===== config.mk =====
export PLATFORM = sky130hd
export DESIGN_NAME = spi_mem_bridge
export DESIGN_NICKNAME = d
export VERILOG_FILES = /design/src/rtl/spi_mem_bridge.sv
export SDC_FILE = /design/constraint.sdc
export NUM_CORES = 1
export LEC_CHECK = 0
export ABC_AREA = 0
export CAP_MARGIN = 20
export CORE_MARGIN = 10
export CORE_UTILIZATION = 39
export CTS_CLUSTER_SIZE = 14
export DETAILED_ROUTE_END_ITERATION = 6
export GPL_ROUTABILITY_DRIVEN = 0
export HOLD_SLACK_MARGIN = 0.06
export MAX_ROUTING_LAYER = met4
export PLACE_DENSITY = 0.79
export SETUP_SLACK_MARGIN = 0.02
export SYNTH_ARGS = -nofsm -noshare
export SYNTH_HDL_FRONTEND = slang
export SYNTH_SLANG_ARGS = --single-unit

===== constraint.sdc =====
create_clock -name clk -period 1.8 [get_ports clk]
set_input_delay 0.36 -clock clk [delete_from_list [all_inputs] [get_ports clk]]
set_output_delay 0.36 -clock clk [all_outputs]
set_load 0.01 [all_outputs]

===== src/rtl/spi_mem_bridge.sv =====
// spi_mem_bridge: arbitrates CPU fetch and data requests onto one SPI memory
// engine, one transaction at a time. The SPI request fields are held stable
// from START until spi_done, and the result goes back to the requester that
// won arbitration.
// Optional feature: define MEM_BRIDGE_FCACHE_EN to add a single-entry fetch
// cache. A fetch that hits the cache is answered without an SPI access.
module spi_mem_bridge #(
  parameter bit FETCH_FIRST = 1'b0
) (
  input  logic        clk,
  input  logic        rst,
  input  logic        if_req,
  input  logic [15:0] if_addr,
  output logic        if_ack,
  output logic [7:0]  if_rdata,
  input  logic        d_req,
  input  logic        d_we,
  input  logic [15:0] d_addr,
  input  logic [7:0]  d_wdata,
  output logic        d_ack,
  output logic [7:0]  d_rdata,
  output logic        busy,
  output logic        spi_start,
  output logic        spi_write,
  output logic [15:0] spi_address,
  output logic [7:0]  spi_databus,
  input  logic        spi_done,
  input  logic [7:0]  spi_data
);

  typedef enum logic [1:0] {IDLE, START, WAIT, RESP} state_t;

  state_t      state_reg, state_next;
  logic        grant_data_reg, grant_data_next;   // owner of current transaction: 1 = data port
  logic        last_data_reg, last_data_next;     // last grant went to the data port
  logic        spi_write_reg, spi_write_next;
  logic [15:0] spi_address_reg, spi_address_next;
  logic [7:0]  spi_databus_reg, spi_databus_next;
  logic [7:0]  if_rdata_reg, if_rdata_next;
  logic [7:0]  d_rdata_reg, d_rdata_next;
  logic        pick_data;
  logic        cache_hit;
  logic [7:0]  cache_byte;

`ifdef MEM_BRIDGE_FCACHE_EN
  logic [15:0] tag_reg, tag_next;
  logic [7:0]  byte_reg, byte_next;
  logic        valid_reg, valid_next;

  assign cache_hit  = valid_reg && (tag_reg == if_addr);
  assign cache_byte = byte_reg;
`else
  assign cache_hit  = 1'b0;
  assign cache_byte = 8'h00;
`endif

  // Both pending: alternate away from the last grant, unless fetch is preferred.
  always_comb begin
    pick_data = d_req;
    if (if_req && d_req) begin
      pick_data = FETCH_FIRST ? 1'b0 : ~last_data_reg;
    end
  end

  // Next-state and output decode.
  always_comb begin
    state_next       = state_reg;
    grant_data_next  = grant_data_reg;
    last_data_next   = last_data_reg;
    spi_write_next   = spi_write_reg;
    spi_address_next = spi_address_reg;
    spi_databus_next = spi_databus_reg;
    if_rdata_next    = if_rdata_reg;
    d_rdata_next     = d_rdata_reg;
`ifdef MEM_BRIDGE_FCACHE_EN
    tag_next         = tag_reg;
    byte_next        = byte_reg;
    valid_next       = valid_reg;
`endif
    busy      = (state_reg != IDLE);
    spi_start = (state_reg == START);
    if_ack    = (state_reg == RESP) && !grant_data_reg;
    d_ack     = (state_reg == RESP) && grant_data_reg;

    case (state_reg)
      IDLE: begin
        if (if_req || d_req) begin
          grant_data_next = pick_data;
          last_data_next  = pick_data;
          if (pick_data) begin
            spi_write_next   = d_we;
            spi_address_next = d_addr;
            spi_databus_next = d_we ? d_wdata : 8'h00;
            state_next       = START;
          end else if (cache_hit) begin
            // Cached fetch: answer directly, SPI request fields left untouched.
            if_rdata_next = cache_byte;
            state_next    = RESP;
          end else begin
            spi_write_next   = 1'b0;
            spi_address_next = if_addr;
            spi_databus_next = 8'h00;
            state_next       = START;
          end
        end
      end
      START: begin
        state_next = WAIT;
      end
      WAIT: begin
        if (spi_done) begin
          state_next = RESP;
          // Load the read byte now so it is already valid alongside the ack.
          if (grant_data_reg) begin
            if (!spi_write_reg) begin
              d_rdata_next = spi_data;
            end
          end else begin
            if_rdata_next = spi_data;
          end
`ifdef MEM_BRIDGE_FCACHE_EN
          if (!grant_data_reg) begin
            tag_next   = spi_address_reg;
            byte_next  = spi_data;
            valid_next = 1'b1;
          end else if (spi_write_reg && valid_reg && (tag_reg == spi_address_reg)) begin
            byte_next = spi_databus_reg;
          end
`endif
        end
      end
      RESP: begin
        state_next = IDLE;
      end
      default: begin
        state_next = IDLE;
      end
    endcase
  end

  // State and datapath registers.
  always_ff @(posedge clk) begin
    if (rst) begin
      state_reg       <= IDLE;
      grant_data_reg  <= 1'b0;
      last_data_reg   <= 1'b0;
      spi_write_reg   <= 1'b0;
      spi_address_reg <= 16'h0000;
      spi_databus_reg <= 8'h00;
      if_rdata_reg    <= 8'h00;
      d_rdata_reg     <= 8'h00;
    end else begin
      state_reg       <= state_next;
      grant_data_reg  <= grant_data_next;
      last_data_reg   <= last_data_next;
      spi_write_reg   <= spi_write_next;
      spi_address_reg <= spi_address_next;
      spi_databus_reg <= spi_databus_next;
      if_rdata_reg    <= if_rdata_next;
      d_rdata_reg     <= d_rdata_next;
    end
  end

`ifdef MEM_BRIDGE_FCACHE_EN
  // Fetch cache entry; reset leaves it invalid.
  always_ff @(posedge clk) begin
    if (rst) begin
      tag_reg   <= 16'h0000;
      byte_reg  <= 8'h00;
      valid_reg <= 1'b0;
    end else begin
      tag_reg   <= tag_next;
      byte_reg  <= byte_next;
      valid_reg <= valid_next;
    end
  end
`endif

  assign spi_write   = spi_write_reg;
  assign spi_address = spi_address_reg;
  assign spi_databus = spi_databus_reg;
  assign if_rdata    = if_rdata_reg;
  assign d_rdata     = d_rdata_reg;

endmodule

# Word-level counts from Yosys, hierarchy flattened
# Cells that the tools add are included.
dict set report totals {
  reg_bits 44
  inputBits 54
  word_cells 33
}
dict set report op_classes {
  n_eq_ne 5
  n_mux 8
  bitwise_logic 2
  n_reduce_logical 11
}
# operator n
set op_table {}
lappend op_table {{$mux 16} 1}
lappend op_table {{$mux 8} 2}
lappend op_table {{$pmux 2 s4} 1}
lappend op_table {{$eq 2x2->1 const B} 2}
lappend op_table {{$mux 2} 2}
lappend op_table {{$ne 2x2->1 const B} 2}
lappend op_table {{$reduce_and 2->1} 2}
lappend op_table {{$reduce_and 4->1} 1}
lappend op_table {{$logic_and 1x1->1} 3}
lappend op_table {{$reduce_and 3->1} 1}
lappend op_table {{$eq 2x1->1 const B} 1}
lappend op_table {{$logic_not 2->1} 1}
lappend op_table {{$mux 1} 2}
lappend op_table {{$not 1->1} 2}
lappend op_table {{$reduce_bool 2->1} 1}
lappend op_table {{$logic_not 1->1} 1}
lappend op_table {{$logic_or 1x1->1} 1}

# Longest topological paths before layout
dict set report logic_depth {
  ltp_word 3
  ltp_mapped 6
}

# Worst setup path before layout
# OpenSTA, ideal clock, no wires.
dict set report synth_timing {
  kind {flip-flop to flip-flop}
  startpoint {reg state_reg[0]}
  endpoint {reg spi_databus_reg[0], in the netlist spi_databus[0]}
  setup_ns 0.128
  arrival_ns 1.250
  t_required_ns 1.672
  path_slack_ns 0.422
  stages_incl_launch_ff 7
  path_buffers 1
  cell_sequence {dfxtp_1 inv_1 ha_1 and3_2 buf_2 a32oi_1 nor2_1}
}
dict set report synth_between {
  elab_chain_len 2
}
# item line_no
set synth_rtl {}
lappend synth_rtl {{from (decl)} 33} ;# state_t state_reg, state_next;
lappend synth_rtl {{from (signal assigned)} 153} ;# state_reg <= state_next;
lappend synth_rtl {{$logic_not 2->1} 85} ;# case (state_reg)
lappend synth_rtl {{$reduce_and 2->1 (no source line)} n/a}
lappend synth_rtl {{to (signal assigned)} 158} ;# spi_databus_reg <= spi_databus_next;
lappend synth_rtl {{to (decl)} 38} ;# logic [7:0] spi_databus_reg, spi_databus_next;
# Every way passes these cells.
# A chain may end at the register's enable or synchronous reset.

# Worst setup path after layout
dict set report layout_timing {
  startpoint {reg state_reg[0]}
  endpoint {out busy}
}
dict set report layout_between {
  elab_chain_len 1
}
# item line_no
set layout_rtl {}
lappend layout_rtl {{$reduce_bool 2->1} 80} ;# busy = (state_reg != IDLE);
lappend layout_rtl {{to (decl)} 22} ;# output logic busy,
# Every way passes these cells.

==> summary.txt <==
Floorplanning
  – DIE AREA: 8010 µm²
  – Die height: 89.5 µm
  – Core area: around 4700 µm²
  – Initial core utilization: 40.2%
  – Row count: 25
  – Die Width: about 90 µm
  – Ports: 99

GRT
  – Initial antenna violation count: 0
  – Largest net degree at the start of global routing: 25
  – First-pass GRT wire length: about 9.2 mm
  – Global route total overflow: 0
  – Vias in the first global route: 1900
  – GRT Total Usage: ~15%

Yosys
  – Seq cells post-synth: 44
  – Post-Syn Area: 1880 µm²
  – Warnings, synthesis: 0
  – Mapped Nets: 266
  – Seq/Total Area, Yosys: 46.7%
  – Yosys cell types: 30
  – Post-Synthesis Cells: 208
  – Syn avg cell area: 9.06 µm²

Setup path
  – Worst setup EP type: output pin
  – FF-to-FF Start: state_reg[0]
  – Worst r2r dst: spi_databus[5]
  – CP startpoint kind: flop
  – Crit-path max FO: 4
  – Critical Path RT: 1.44 ns
  – Worst R2R Path Depth: 6
  – Crit Path Class: reg2out
  – R2R setup slack: ~0.29 ns
  – Arrival @ worst endpoint: 1.31 ns

STA
  – Slew Limit Fails: 0
  – Worst slew pin tran: 0.504 ns
  – RSZ-0062 raised after global routing: no
  – Highest Clock Rate: 600 MHz
  – Minimum clock period: around 1.7 ns
  – Finish-stage setup viols: 0
  – Clock skew: 0.00987 ns
  – Slew HR: 66.4%
  – Crit share post-route: 92.6%
  – Final hold vios: 0
  – Setup_tns: 0 ns

Worst hold path
  – Min-delay src: d_rdata[0]
  – Hold Crit Depth: 2
  – Hold EP: d_rdata[0]
  – Worst hold path type: reg2reg

Clock tree
  – Root Buffer: clkbuf_8
  – Clock sink total: 44
  – Worst-case clock buffer depth: 2
  – Skew-Pair Late Insertion Delay: 0.30 ns
  – Clk pin slew, worst setup/hold paths: around 0.080 ns
  – CTS tree: done
  – H-tree depth: 2
  – Num CTS Buffers: 5

Detailed routing
  – DR pass1 iterations: 4
  – Final wirelength: 5.87 mm
  – # DRC: 0
  – WL per Instance: 16.2 µm
  – Antenna-violating nets left: 0
  – Via-per-instance ratio: between 5 and 6
  – Drt initial violations: 40
  – Vias: 1827

Cells and area
  – Max reg flops: 16
  – Layout cells sized above 1: 10.7%
  – Antenna Cells: 0
  – Non-Filler Instances: 362
  – Synth-to-layout area growth: 63.5%
  – Nets@finish: 365

Power
  – Peak supply drop: 0.504 mV
  – LEAKAGE: 1.23 nW
  – Pwr/cell area: 1180 nW/µm²

Run
  – Max Cap Violations: 0

Status
  – Status: finished clean

Place
  – Placed Instances: 354
  – IO buf count: 98
  – HPWL Detailed: 4.49 mm
cells in the final DEF, fill, tap and decap left out, types with 2 or more instances in the layout:
cell type        instances
nor2_1                  33
nand2b_1                 2
o21a_1                   2
a32oi_1                  8
buf_4                    4
dfxtp_2                  2
a211oi_2                10
a21oi_1                 26
nand2_1                 33
dlygate4sd2_1            3
buf_12                   5
mux2i_1                  9
ha_1                     4
clkbuf_8                 5
a211oi_1                 6
clkdlybuf4s50_1         93
dfxtp_1                 42
inv_1                    4
critical path, stage by stage, from the launching register on:
cell and delay, ns:
dfxtp_2 0.36, inv_1 0.07, ha_1 0.22, inv_1 0.09
dlygate4sd2_1 0.28
power by group:
group	switching, W	leakage, nW	internal [W]
Clock	0.000342	0.0548	0.000418
Combinational	0.000736	0.819	0.000848
Sequential	0.000114	0.361	0.00119
Total	0.00119	1.23	0.00246
logic make-up (layout without fill, tap and decap cells):
logic type,count (synthesis),after routing,synth area share [%]
adders and majority gates,4,4,2.66
AOI/OAI and AO/OA,58,58,23.8
DFF,44,44,46.7
and+or+nand+nor,74,74,16.3
muxes,9,9,4.78
buffers and inverters,19,119,5.71
timing repair:
action	4_1_cts	5_1_grt
endpoints found under the setup margin	4	1
gates cloned	0	0
resized for setup	5	1
hold buffers	0	0
buffers inserted	0	0
cell usage after synthesis:
master | n | share of area, %
a211oi_1 | 6 | 2.4
a211oi_2 | 10 | 6.6
a21bo_1 | 1 | 0.53
a21boi_4 | 1 | 1.0
a21oi_1 | 26 | 6.9
a22oi_1 | 1 | 0.40
a311oi_1 | 1 | 0.46
a32oi_1 | 8 | 3.7
and2_1 | 1 | 0.33
and3_2 | 1 | 0.40
and4b_1 | 1 | 0.53
buf_1 | 1 | 0.20
buf_2 | 5 | 1.3
buf_4 | 1 | 0.40
buf_6 | 3 | 1.8
clkbuf_1 | 4 | 0.80
clkbuf_4 | 1 | 0.40
dfxtp_1 | 44 | 47
ha_1 | 4 | 2.7
inv_1 | 4 | 0.80
mux2i_1 | 9 | 4.8
nand2_1 | 33 | 6.6
nand2b_1 | 2 | 0.66
nand3b_1 | 1 | 0.40
nand4b_1 | 1 | 0.46
nor2_1 | 33 | 6.6
nor2b_1 | 1 | 0.33
o21a_1 | 2 | 0.80
o21ai_2 | 1 | 0.46
o32a_1 | 1 | 0.53
how the worst max path moves through the flow:
stage	end	start	cells past startpoint	slack (ns)
CTS	spi_start	state_reg[1]	3	0.03
floorplan	spi_databus[0]	state_reg[0]	6	0.42
finish	busy	state_reg[0]	4	0.13
detailed placement	spi_databus[6]	if_req	4	0.02
global route	busy	state_reg[0]	4	0.08
global placement	spi_databus[5]	if_req	4	0.08
through the flow:
| stage | util (%) | hold slack [ns] | instance area, µm² | worst slack, ns | power (W) |
|---|---|---|---|---|---|
| 2_1_floorplan | - | 0.481 | 1880 | 0.422 | 0.00212 |
| 4_1_cts | 65.6 | 0.461 | 3080 | 0.0329 | 0.00369 |
| 3_5_place_dp | 63.2 | 0.448 | 2970 | 0.0214 | 0.00294 |
| 5_1_grt | 65.7 | 0.480 | 3080 | 0.0765 | 0.00387 |
| 6_report | 65.7 | 0.456 | 3080 | 0.133 | 0.00365 |
| 3_3_place_gp | 63.2 | 0.442 | 2970 | 0.0756 | 0.00290 |
area by class of cell:
type | instances | area (µm²)
fill | 427 | 1610
timing repair buffer | 107 | 1100
multi-input combinational | 145 | 896
sequential | 44 | 883
clock buffer | 5 | 68.8
tap | 54 | 67.6
clock inverter | 3 | 46.3
inverter | 4 | 15.0
metal layers:
layer  vias up  part of all wire [%]  global-route usage, %
met2        80                    44                   23.4
met3         4                   9.9                   6.02
met4         0                  0.70                   3.47
li1        918                     -                      -
met5         -                     0                      -
met1       825                    46                   17.6
Note: power is estimated with default switching activity, not from simulation.
